### src/rtl/uart_arb_pkg.sv
// Shared types and defaults for the two-port UART transmit arbiter.
package uart_arb_pkg;

  localparam int BYTE_W            = 8;
  localparam int FIFO_DEPTH_DEF    = 4;
  localparam int READY_TIMEOUT_DEF = 3;

  typedef enum logic [1:0] {
    IDLE,
    ISSUE,
    WAIT_LOW,
    WAIT_HIGH
  } arb_state_t;

endpackage

### src/rtl/uart_byte_fifo.sv
// Small synchronous byte FIFO; a push into a full FIFO is dropped even if a pop
// happens in the same cycle.
module uart_byte_fifo
  import uart_arb_pkg::*;
#(
  parameter int  FIFO_DEPTH = FIFO_DEPTH_DEF,
  localparam int PTR_W      = $clog2(FIFO_DEPTH)
) (
  input  logic              clk,
  input  logic              reset_n,
  input  logic              i_push,
  input  logic [BYTE_W-1:0] i_data,
  input  logic              i_pop,
  output logic [BYTE_W-1:0] o_data,
  output logic              o_full,
  output logic              o_empty,
  output logic [PTR_W:0]    o_count
);

  localparam logic [PTR_W:0] FULL_CNT = (PTR_W + 1)'(FIFO_DEPTH);

  logic [BYTE_W-1:0] r_mem [FIFO_DEPTH];
  logic [PTR_W-1:0]  r_wr_ptr;
  logic [PTR_W-1:0]  r_rd_ptr;
  logic [PTR_W:0]    r_count;
  logic              w_push_en;
  logic              w_pop_en;

  assign o_full    = (r_count == FULL_CNT);
  assign o_empty   = (r_count == '0);
  assign o_count   = r_count;
  assign o_data    = r_mem[r_rd_ptr];
  assign w_push_en = i_push && !o_full;
  assign w_pop_en  = i_pop && !o_empty;

  always_ff @(posedge clk) begin
    if (w_push_en) r_mem[r_wr_ptr] <= i_data;
  end

  // Pointers wrap naturally because the depth is a power of two.
  always_ff @(posedge clk or negedge reset_n) begin
    if (!reset_n) begin
      r_wr_ptr <= '0;
      r_rd_ptr <= '0;
      r_count  <= '0;
    end else begin
      if (w_push_en) r_wr_ptr <= r_wr_ptr + 1'b1;
      if (w_pop_en)  r_rd_ptr <= r_rd_ptr + 1'b1;
      case ({w_push_en, w_pop_en})
        2'b10:   r_count <= r_count + 1'b1;
        2'b01:   r_count <= r_count - 1'b1;
        default: r_count <= r_count;
      endcase
    end
  end

endmodule

### src/rtl/uart_tx_arbiter.sv
// Round-robin arbiter feeding one UART transmitter from two byte FIFOs
// (port 0 = CPU, port 1 = debug/trace) over a send-request/ready handshake.
module uart_tx_arbiter
  import uart_arb_pkg::*;
#(
  parameter int FIFO_DEPTH    = FIFO_DEPTH_DEF,
  parameter int READY_TIMEOUT = READY_TIMEOUT_DEF
) (
  input  logic              clk,
  input  logic              reset_n,
  input  logic              req0_valid,
  input  logic [BYTE_W-1:0] req0_data,
  output logic              req0_ready,
  input  logic              req1_valid,
  input  logic [BYTE_W-1:0] req1_data,
  output logic              req1_ready,
  output logic              tx_send_req,
  output logic [BYTE_W-1:0] tx_data,
  input  logic              tx_ready,
  output logic              busy,
  output logic              grant_id,
  output logic              proto_err
);

  localparam int              CNT_W   = $clog2(FIFO_DEPTH) + 1;
  localparam int              TO_W    = $clog2(READY_TIMEOUT + 1);
  localparam logic [TO_W-1:0] TO_LAST = TO_W'(READY_TIMEOUT - 1);

  arb_state_t        r_state;
  logic              r_tx_send_req;
  logic [BYTE_W-1:0] r_tx_data;
  logic              r_grant_id;
  logic              r_last_grant;
  logic              r_proto_err;
  logic [TO_W-1:0]   r_to_cnt;

  logic [BYTE_W-1:0] w_head0, w_head1;
  logic              w_full0, w_full1;
  logic              w_empty0, w_empty1;
  logic [CNT_W-1:0]  w_count0, w_count1;
  logic              w_start;
  logic              w_sel;
  logic              w_pop0, w_pop1;

  uart_byte_fifo #(.FIFO_DEPTH(FIFO_DEPTH)) u_fifo0 (
    .clk     (clk),
    .reset_n (reset_n),
    .i_push  (req0_valid),
    .i_data  (req0_data),
    .i_pop   (w_pop0),
    .o_data  (w_head0),
    .o_full  (w_full0),
    .o_empty (w_empty0),
    .o_count (w_count0)
  );

  uart_byte_fifo #(.FIFO_DEPTH(FIFO_DEPTH)) u_fifo1 (
    .clk     (clk),
    .reset_n (reset_n),
    .i_push  (req1_valid),
    .i_data  (req1_data),
    .i_pop   (w_pop1),
    .o_data  (w_head1),
    .o_full  (w_full1),
    .o_empty (w_empty1),
    .o_count (w_count1)
  );

  // With both FIFOs pending the port that did not win last time goes next.
  assign w_sel   = (!w_empty0 && !w_empty1) ? ~r_last_grant : w_empty0;
  assign w_start = (r_state == IDLE) && tx_ready && (!w_empty0 || !w_empty1);
  assign w_pop0  = w_start && !w_sel;
  assign w_pop1  = w_start && w_sel;

  assign req0_ready  = !w_full0;
  assign req1_ready  = !w_full1;
  assign busy        = (r_state != IDLE) || (w_count0 != '0) || (w_count1 != '0);
  assign tx_send_req = r_tx_send_req;
  assign tx_data     = r_tx_data;
  assign grant_id    = r_grant_id;
  assign proto_err   = r_proto_err;

  always_ff @(posedge clk or negedge reset_n) begin
    if (!reset_n) begin
      r_state       <= IDLE;
      r_tx_send_req <= 1'b0;
      r_tx_data     <= '0;
      r_grant_id    <= 1'b0;
      r_last_grant  <= 1'b1;
      r_proto_err   <= 1'b0;
      r_to_cnt      <= '0;
    end else begin
      r_tx_send_req <= 1'b0;
      case (r_state)
        IDLE: begin
          if (w_start) begin
            r_tx_data     <= w_sel ? w_head1 : w_head0;
            r_grant_id    <= w_sel;
            r_last_grant  <= w_sel;
            r_tx_send_req <= 1'b1;
            r_state       <= ISSUE;
          end
        end
        ISSUE: begin
          r_to_cnt <= '0;
          r_state  <= WAIT_LOW;
        end
        // A transmitter that never drops ready loses the byte and flags the error.
        WAIT_LOW: begin
          if (!tx_ready) begin
            r_state <= WAIT_HIGH;
          end else if (r_to_cnt == TO_LAST) begin
            r_proto_err <= 1'b1;
            r_state     <= IDLE;
          end else begin
            r_to_cnt <= r_to_cnt + 1'b1;
          end
        end
        WAIT_HIGH: begin
          if (tx_ready) r_state <= IDLE;
        end
        default: r_state <= IDLE;
      endcase
    end
  end

endmodule

### config.mk
export PLATFORM = sky130hd
export DESIGN_NAME = uart_tx_arbiter
export DESIGN_NICKNAME = d
export VERILOG_FILES = /design/src/rtl/uart_arb_pkg.sv /design/src/rtl/uart_byte_fifo.sv /design/src/rtl/uart_tx_arbiter.sv
export SDC_FILE = /design/constraint.sdc
export NUM_CORES = 1
export LEC_CHECK = 0
export BUFFER_PORTS_ARGS = -buffer_cell sky130_fd_sc_hd__buf_2
export CAP_MARGIN = 25
export CORE_MARGIN = 5
export CORE_UTILIZATION = 25
export CTS_BUF_LIST = sky130_fd_sc_hd__clkbuf_2 sky130_fd_sc_hd__clkbuf_4 sky130_fd_sc_hd__clkbuf_8
export DETAILED_ROUTE_END_ITERATION = 8
export PLACE_DENSITY = 0.48
export SLEW_MARGIN = 20
export SYNTH_ARGS = -nofsm -noshare
export SYNTH_HDL_FRONTEND = slang
export SYNTH_SLANG_ARGS = --single-unit
### constraint.sdc
create_clock -name clk -period 3.1 [get_ports clk]
set_input_delay 0.465 -clock clk [delete_from_list [all_inputs] [get_ports clk]]
set_output_delay 0.465 -clock clk [all_outputs]
set_load 0.01 [all_outputs]
# == Yosys cells after proc, flatten, opt, wreduce, memory -nomap -nowiden ==
# Memories as Yosys holds them, arrays and structs flattened.
# Cells that the tools add are included.
# classes
n_mux,18
reduce_logical,30
eq_ne,15
bitwise,1
n_addsub,9
# op_table
op,count
$mux W2,6
$pmux W3 S2,2
$add A2 B1 Y2 const B,5
$eq A2 B2 Y1 const B,5
$logic_and A1 B1 Y1,9
$reduce_and A3 Y1,3
$mux W8,1
$ne A2 B2 Y1 const B,4
$pmux W2 S4,1
$reduce_bool A2 Y1,4
$mux W1,7
$add A3 B1 Y3 const B,2
$eq A2 B1 Y1 const B,3
$eq A3 B3 Y1 const B,2
$logic_not A3 Y1,2
$reduce_bool A3 Y1,2
$sub A3 B1 Y3 const B,2
$logic_not A1 Y1,5
$pmux W2 S2,1
$logic_or A1 B1 Y1,3
$ne A3 B3 Y1 const B,1
$logic_not A2 Y1,1
$reduce_and A2 Y1,1
$not A1 Y1,1
# totals
ff_bits,30
ram_bits,64
memories,2
wordCells,88
# mem_list
memory,words,word_bits,rd,rd_ports_with_merged_regs,write_ports,line_no,rtl
u_fifo0.r_mem,4,8,1,0,1,uart_byte_fifo.sv:22,logic [BYTE_W-1:0] r_mem [FIFO_DEPTH];
u_fifo1.r_mem,4,8,1,0,1,uart_byte_fifo.sv:22,

# == Logic depth before layout (Yosys ltp) ==
# logic_depth
ltp_word,9
depth_mapped,9

# == Hierarchy ==
# Synthesis repeated with hierarchy kept, for this count alone.
# unflattened
cells_unflattened,236
area_unflattened_um2,4007.6
# by_module_without_submodules
module,seq_area_each_um2,n_inst,cells_per_inst,area_each_um2
uart_byte_fifo (u_fifo0),1136.1,1,79,1592.8
uart_byte_fifo (u_fifo1),1136.1,1,81,1587.8
uart_tx_arbiter,401.6,1,76,827.0

# == Worst setup path before layout ==
# No wires, ideal clock.
# synth_timing
kind,reg2reg
from,register u_fifo0.r_count[0] (netlist: u_fifo0.o_count[0])
to,register u_fifo1.r_count[1] (netlist: u_fifo1.o_count[1])
synth_period_minus_slack_ns,2.260
t_arrival_ns,2.135
setup_time_ns,0.125
path_slack_ns,0.840
path_stages_with_launch,7
path_cell_list,dfrtp_1 -> o31ai_1 -> nand3_1 -> inv_1 -> ha_1 -> fa_1 -> mux2_2
# synth_between
elab_chain_len,8
word_cells_on_any_way,12
# synth_rtl
element,line_no,rtl
start: declaration,uart_byte_fifo.sv:25,logic [PTR_W:0] r_count;
start signal: assignment,uart_byte_fifo.sv:50,2'b10: r_count <= r_count + 1'b1;
start signal: assignment,uart_byte_fifo.sv:51,2'b01: r_count <= r_count - 1'b1;
start signal: assignment,uart_byte_fifo.sv:52,default: r_count <= r_count;
$logic_not A3 Y1 *,uart_byte_fifo.sv:30,assign o_empty = (r_count == '0);
$logic_not A1 Y1,"uart_tx_arbiter.sv:70, uart_tx_arbiter.sv:71",
$logic_and A1 B1 Y1 / $logic_or A1 B1 Y1 (equally long branches),"uart_tx_arbiter.sv:70, uart_tx_arbiter.sv:71",
$mux W1 / $logic_and A1 B1 Y1 (equally long branches),"uart_tx_arbiter.sv:70, uart_tx_arbiter.sv:71",
$logic_and A1 B1 Y1 *,uart_tx_arbiter.sv:73,assign w_pop1 = w_start && w_sel;
$logic_and A1 B1 Y1 *,uart_byte_fifo.sv:34,assign w_pop_en = i_pop && !o_empty;
net u_fifo1.w_pop_en,uart_byte_fifo.sv:27,logic w_pop_en;
$eq A2 B1 Y1 / $eq A2 B2 Y1 (equally long branches),uart_byte_fifo.sv:49,"case ({w_push_en, w_pop_en})"
$pmux W3 S2 / $reduce_bool A2 Y1 (equally long branches),n/a,
end signal: assignment,uart_byte_fifo.sv:50,
end signal: assignment,uart_byte_fifo.sv:51,
end signal: assignment,uart_byte_fifo.sv:52,
end: declaration,uart_byte_fifo.sv:25,
# The timed path passes the listed nets; every way through them passes the cells marked *.
# A chain may end at the register's enable or synchronous reset.

# == Worst setup path after layout ==
# layout_timing
from,register u_fifo1.r_count[0] (netlist: u_fifo1.o_count[0])
to,output busy
# layout_between
elab_chain_len,2
# layout_rtl
element,line_no,rtl
$reduce_bool A3 Y1,uart_tx_arbiter.sv:77,assign busy = (r_state != IDLE) || (w_count0 != '0) || (w_count1 != '0);
$logic_or A1 B1 Y1,uart_tx_arbiter.sv:77,
end: declaration,uart_tx_arbiter.sv:20,"output logic busy,"
# No other way between the ends.

==> flow_summary.ini <==
[routing]
dr.pass1.iters = 4
vias = 1979
avgViaCountPerCell = 4.41
residual_drc_count = 0
avgRoutedWirePerCell_um = 16.5
first_iter_violations = 121
wirelength_um = 7410
detail-route-antenna-nets = 0

[global_route]
grt_start_max_net_pins = 31
remaining_global_route_overflow = 0
number_of_antenna_violations_at_the_first_check_in_global_routing = 1
grt_pass1_wl_um = 11600
global_route.usage.total = 0.0873
first_global_vias = 2091

[critical_path]
critical_path_arrival_ns = 1.95
critPathRequiredTime_ns = 2.63
critical_path_buf_inv_count = 1
worstSetupEndpointType = output pin
start_kind = flop
worstPathCellList = or3_4 > or4_1 > buf_2
cpPeakStageDelay_ns = 0.50
worstPathMaxFanout = 12
critPathTopFamily = simple AND/OR/NAND/NOR gates
crit_path_top_delay_cell = or4_1
worst-setup-path-type = reg -> out

[synthesis]
synth.lib_cells_used.distinct = 36
avg_cell_area_syn_um2 = 17.9
synth-seq-area-share = 0.690
synth.cell_area_um2 = 3880
ys_warn_count = 0
synth_top_area_cell = edfxtp_1
mappedNetlistNets = 250
synth_area_leaders = edfxtp_1, dfrtp_1, mux4_2
synth_top_area_share = 0.496
ys_ff_latch = 94
post_synth_inst_count = 216

[outcome]
status = finished clean

[final_layout]
layout_common_cells = edfxtp_1, buf_2, dfrtp_1
filler_cell_count = 1520
layout-area-overhead-vs-synth_pct = 16.2
post_route_cells_drive_above_1_share = 0.295
num_antenna_cells = 0
finalInstanceArea_um2 = 4510
layout_commonest_cell = edfxtp_1
fin_cells = 449
num-nets-final = 290

[floorplanning]
die_area_um2 = 18100
chipWidth_um = 135
initial_utilization = 0.255
num_rows = 45
chip_height_um = 135
pin_count = 35
placeable_core_area_um2 = 15200

[power_and_ir_drop]
leakage_nw = 1.72
p_per_area_nw_per_um2 = 917
total_power_mw = 4.13
ir_drop_mv = 0.248

[sta]
final_max_slew_viol_count = 0
max_freq_ghz = 0.415
layout_worst_path_cycle_share = 0.778
min_period_ns = 2.41
report.final.setup_viol = 0
finClkSkew_ns = 0.0158
slew-limit-headroom = 0.527
setup-tns-final_ns = 0
grt_setup_unrepaired = false
max_slew.worst_pin.slew_ns = 0.709
hold_violations = 0

[clock_tree]
cts-buffers-inserted = 9
clkSlewWorstSetupHoldPaths_ns = 0.10
clock_tree.buffer_depth = 2
htree_levels = 3
ctsRootBufferMaster = clkbuf_8
post-cts-setup-buffer-count = 0
cts_tree = yes
clock-sinks = 94
source_to_sink_clock_delay_at_the_later_pin_of_the_worst_skew_pair_ns = 0.37
post_cts_hold_buffer_count = 0
cts_repair_resize_count = 0

[placed_design]
io_buffers = 34
place_congestion = 0.674
placed_cell_count = 433
postPlaceCellArea_um2 = 4260
post-dp-hpwl_um = 5250

[worst_hold_path]
holdCritPathClass = in -> async

[run]
max_cap_violations = 0
## where the power goes
part | leakage [nW] | internal [mW] | switching, mW
Sequential | 0.948 | 1.72 | 0.319
Clock | 0.126 | 0.556 | 0.418
Combinational | 0.646 | 0.586 | 0.534
## stage by stage
stage,utilization,worst slack (ns),hold slack [ns]
2_1_floorplan,-,0.840,0.169
3_3_place_gp,0.280,0.719,0.461
3_5_place_dp,0.280,0.638,0.464
4_1_cts,0.296,0.665,0.151
5_1_grt,0.296,0.580,0.188
6_report,0.296,0.688,0.140
## worst paths after layout
check                              startpoint                   to  slack [ns]  cells after the start
setup / recovery           u_fifo1.o_count[0]                 busy        0.69                      3
hold reg to reg                     proto_err            proto_err        0.48                      1
max in group asynchronous             reset_n   u_fifo0.o_count[0]        2.49                      1
min in group clk                 req1_data[1]  u_fifo1.r_mem[0][1]        0.32                      1
setup reg to reg                   r_state[0]   u_fifo0.o_count[1]        0.80                      5
hold / removal                        reset_n           r_state[0]        0.14                      1
## metal layers
metal,part of all wire,track usage,vias to the layer above
met5,0.00094,0,-
met4,0.021,0.0441,2
li1,-,-,932
met3,0.040,0.0265,14
met2,0.46,0.134,29
met1,0.48,0.113,1002
## sequential cells by signal, indices dropped and copies added (netlist names), 2 cells and up
signal / count
tx_data: 8
u_fifo1.r_rd_ptr: 2
u_fifo1.r_wr_ptr: 2
u_fifo0.r_mem: 32
r_state: 2
u_fifo0.r_rd_ptr: 2
u_fifo1.o_count: 3
r_to_cnt: 2
u_fifo1.r_mem: 32
u_fifo0.r_wr_ptr: 2
u_fifo0.o_count: 3
## cell usage after synthesis
library cell and instances:
edfxtp_1 64, dfrtp_1 29, mux4_2 16, inv_1 14, ha_1 11, xnor2_1 9
a221o_1 8, and3_1 8, and4_1 8, o21ai_0 5, mux2_2 4, a21oi_1 3
buf_2 3, nor2_1 3, xor2_1 3, and2_1 2, buf_1 2, fa_1 2
nor4bb_1 2, o22ai_1 2, or3_4 2, or3b_1 2, a41o_1 1, buf_6 1
clkbuf_1 1, dfstp_2 1, nand2b_1 1, nand3_1 1, nand4_1 1, nor3_1 1
nor3b_2 1, o2111ai_1 1, o211a_1 1, o21ai_2 1, o31ai_1 1, or4_1 1
## cells by family (layout without fill, tap and decap cells)
family / after synthesis / after routing / share of synthesized area
AO/OA/AOI/OAI: 23 / 23 / 0.0458
buffers and inverters: 21 / 66 / 0.0232
multiplexers: 20 / 20 / 0.105
flip-flops: 94 / 94 / 0.690
AND/OR/NAND/NOR: 33 / 33 / 0.0636
adder cells (fa/ha/maj): 13 / 13 / 0.0458
XOR/XNOR: 12 / 12 / 0.0271
## cell type report
class / instances / area, µm² / share of cell area
Tap cell: 188 / 235 / 0.0522
Inverter: 14 / 52.6 / 0.0117
Timing Repair Buffer: 36 / 185 / 0.0411
Sequential cell: 94 / 2670 / 0.593
Clock inverter: 6 / 109 / 0.0242
Multi-Input combinational cell: 101 / 1110 / 0.247
Clock buffer: 10 / 138 / 0.0305
Power figures use the tool's default switching activity.
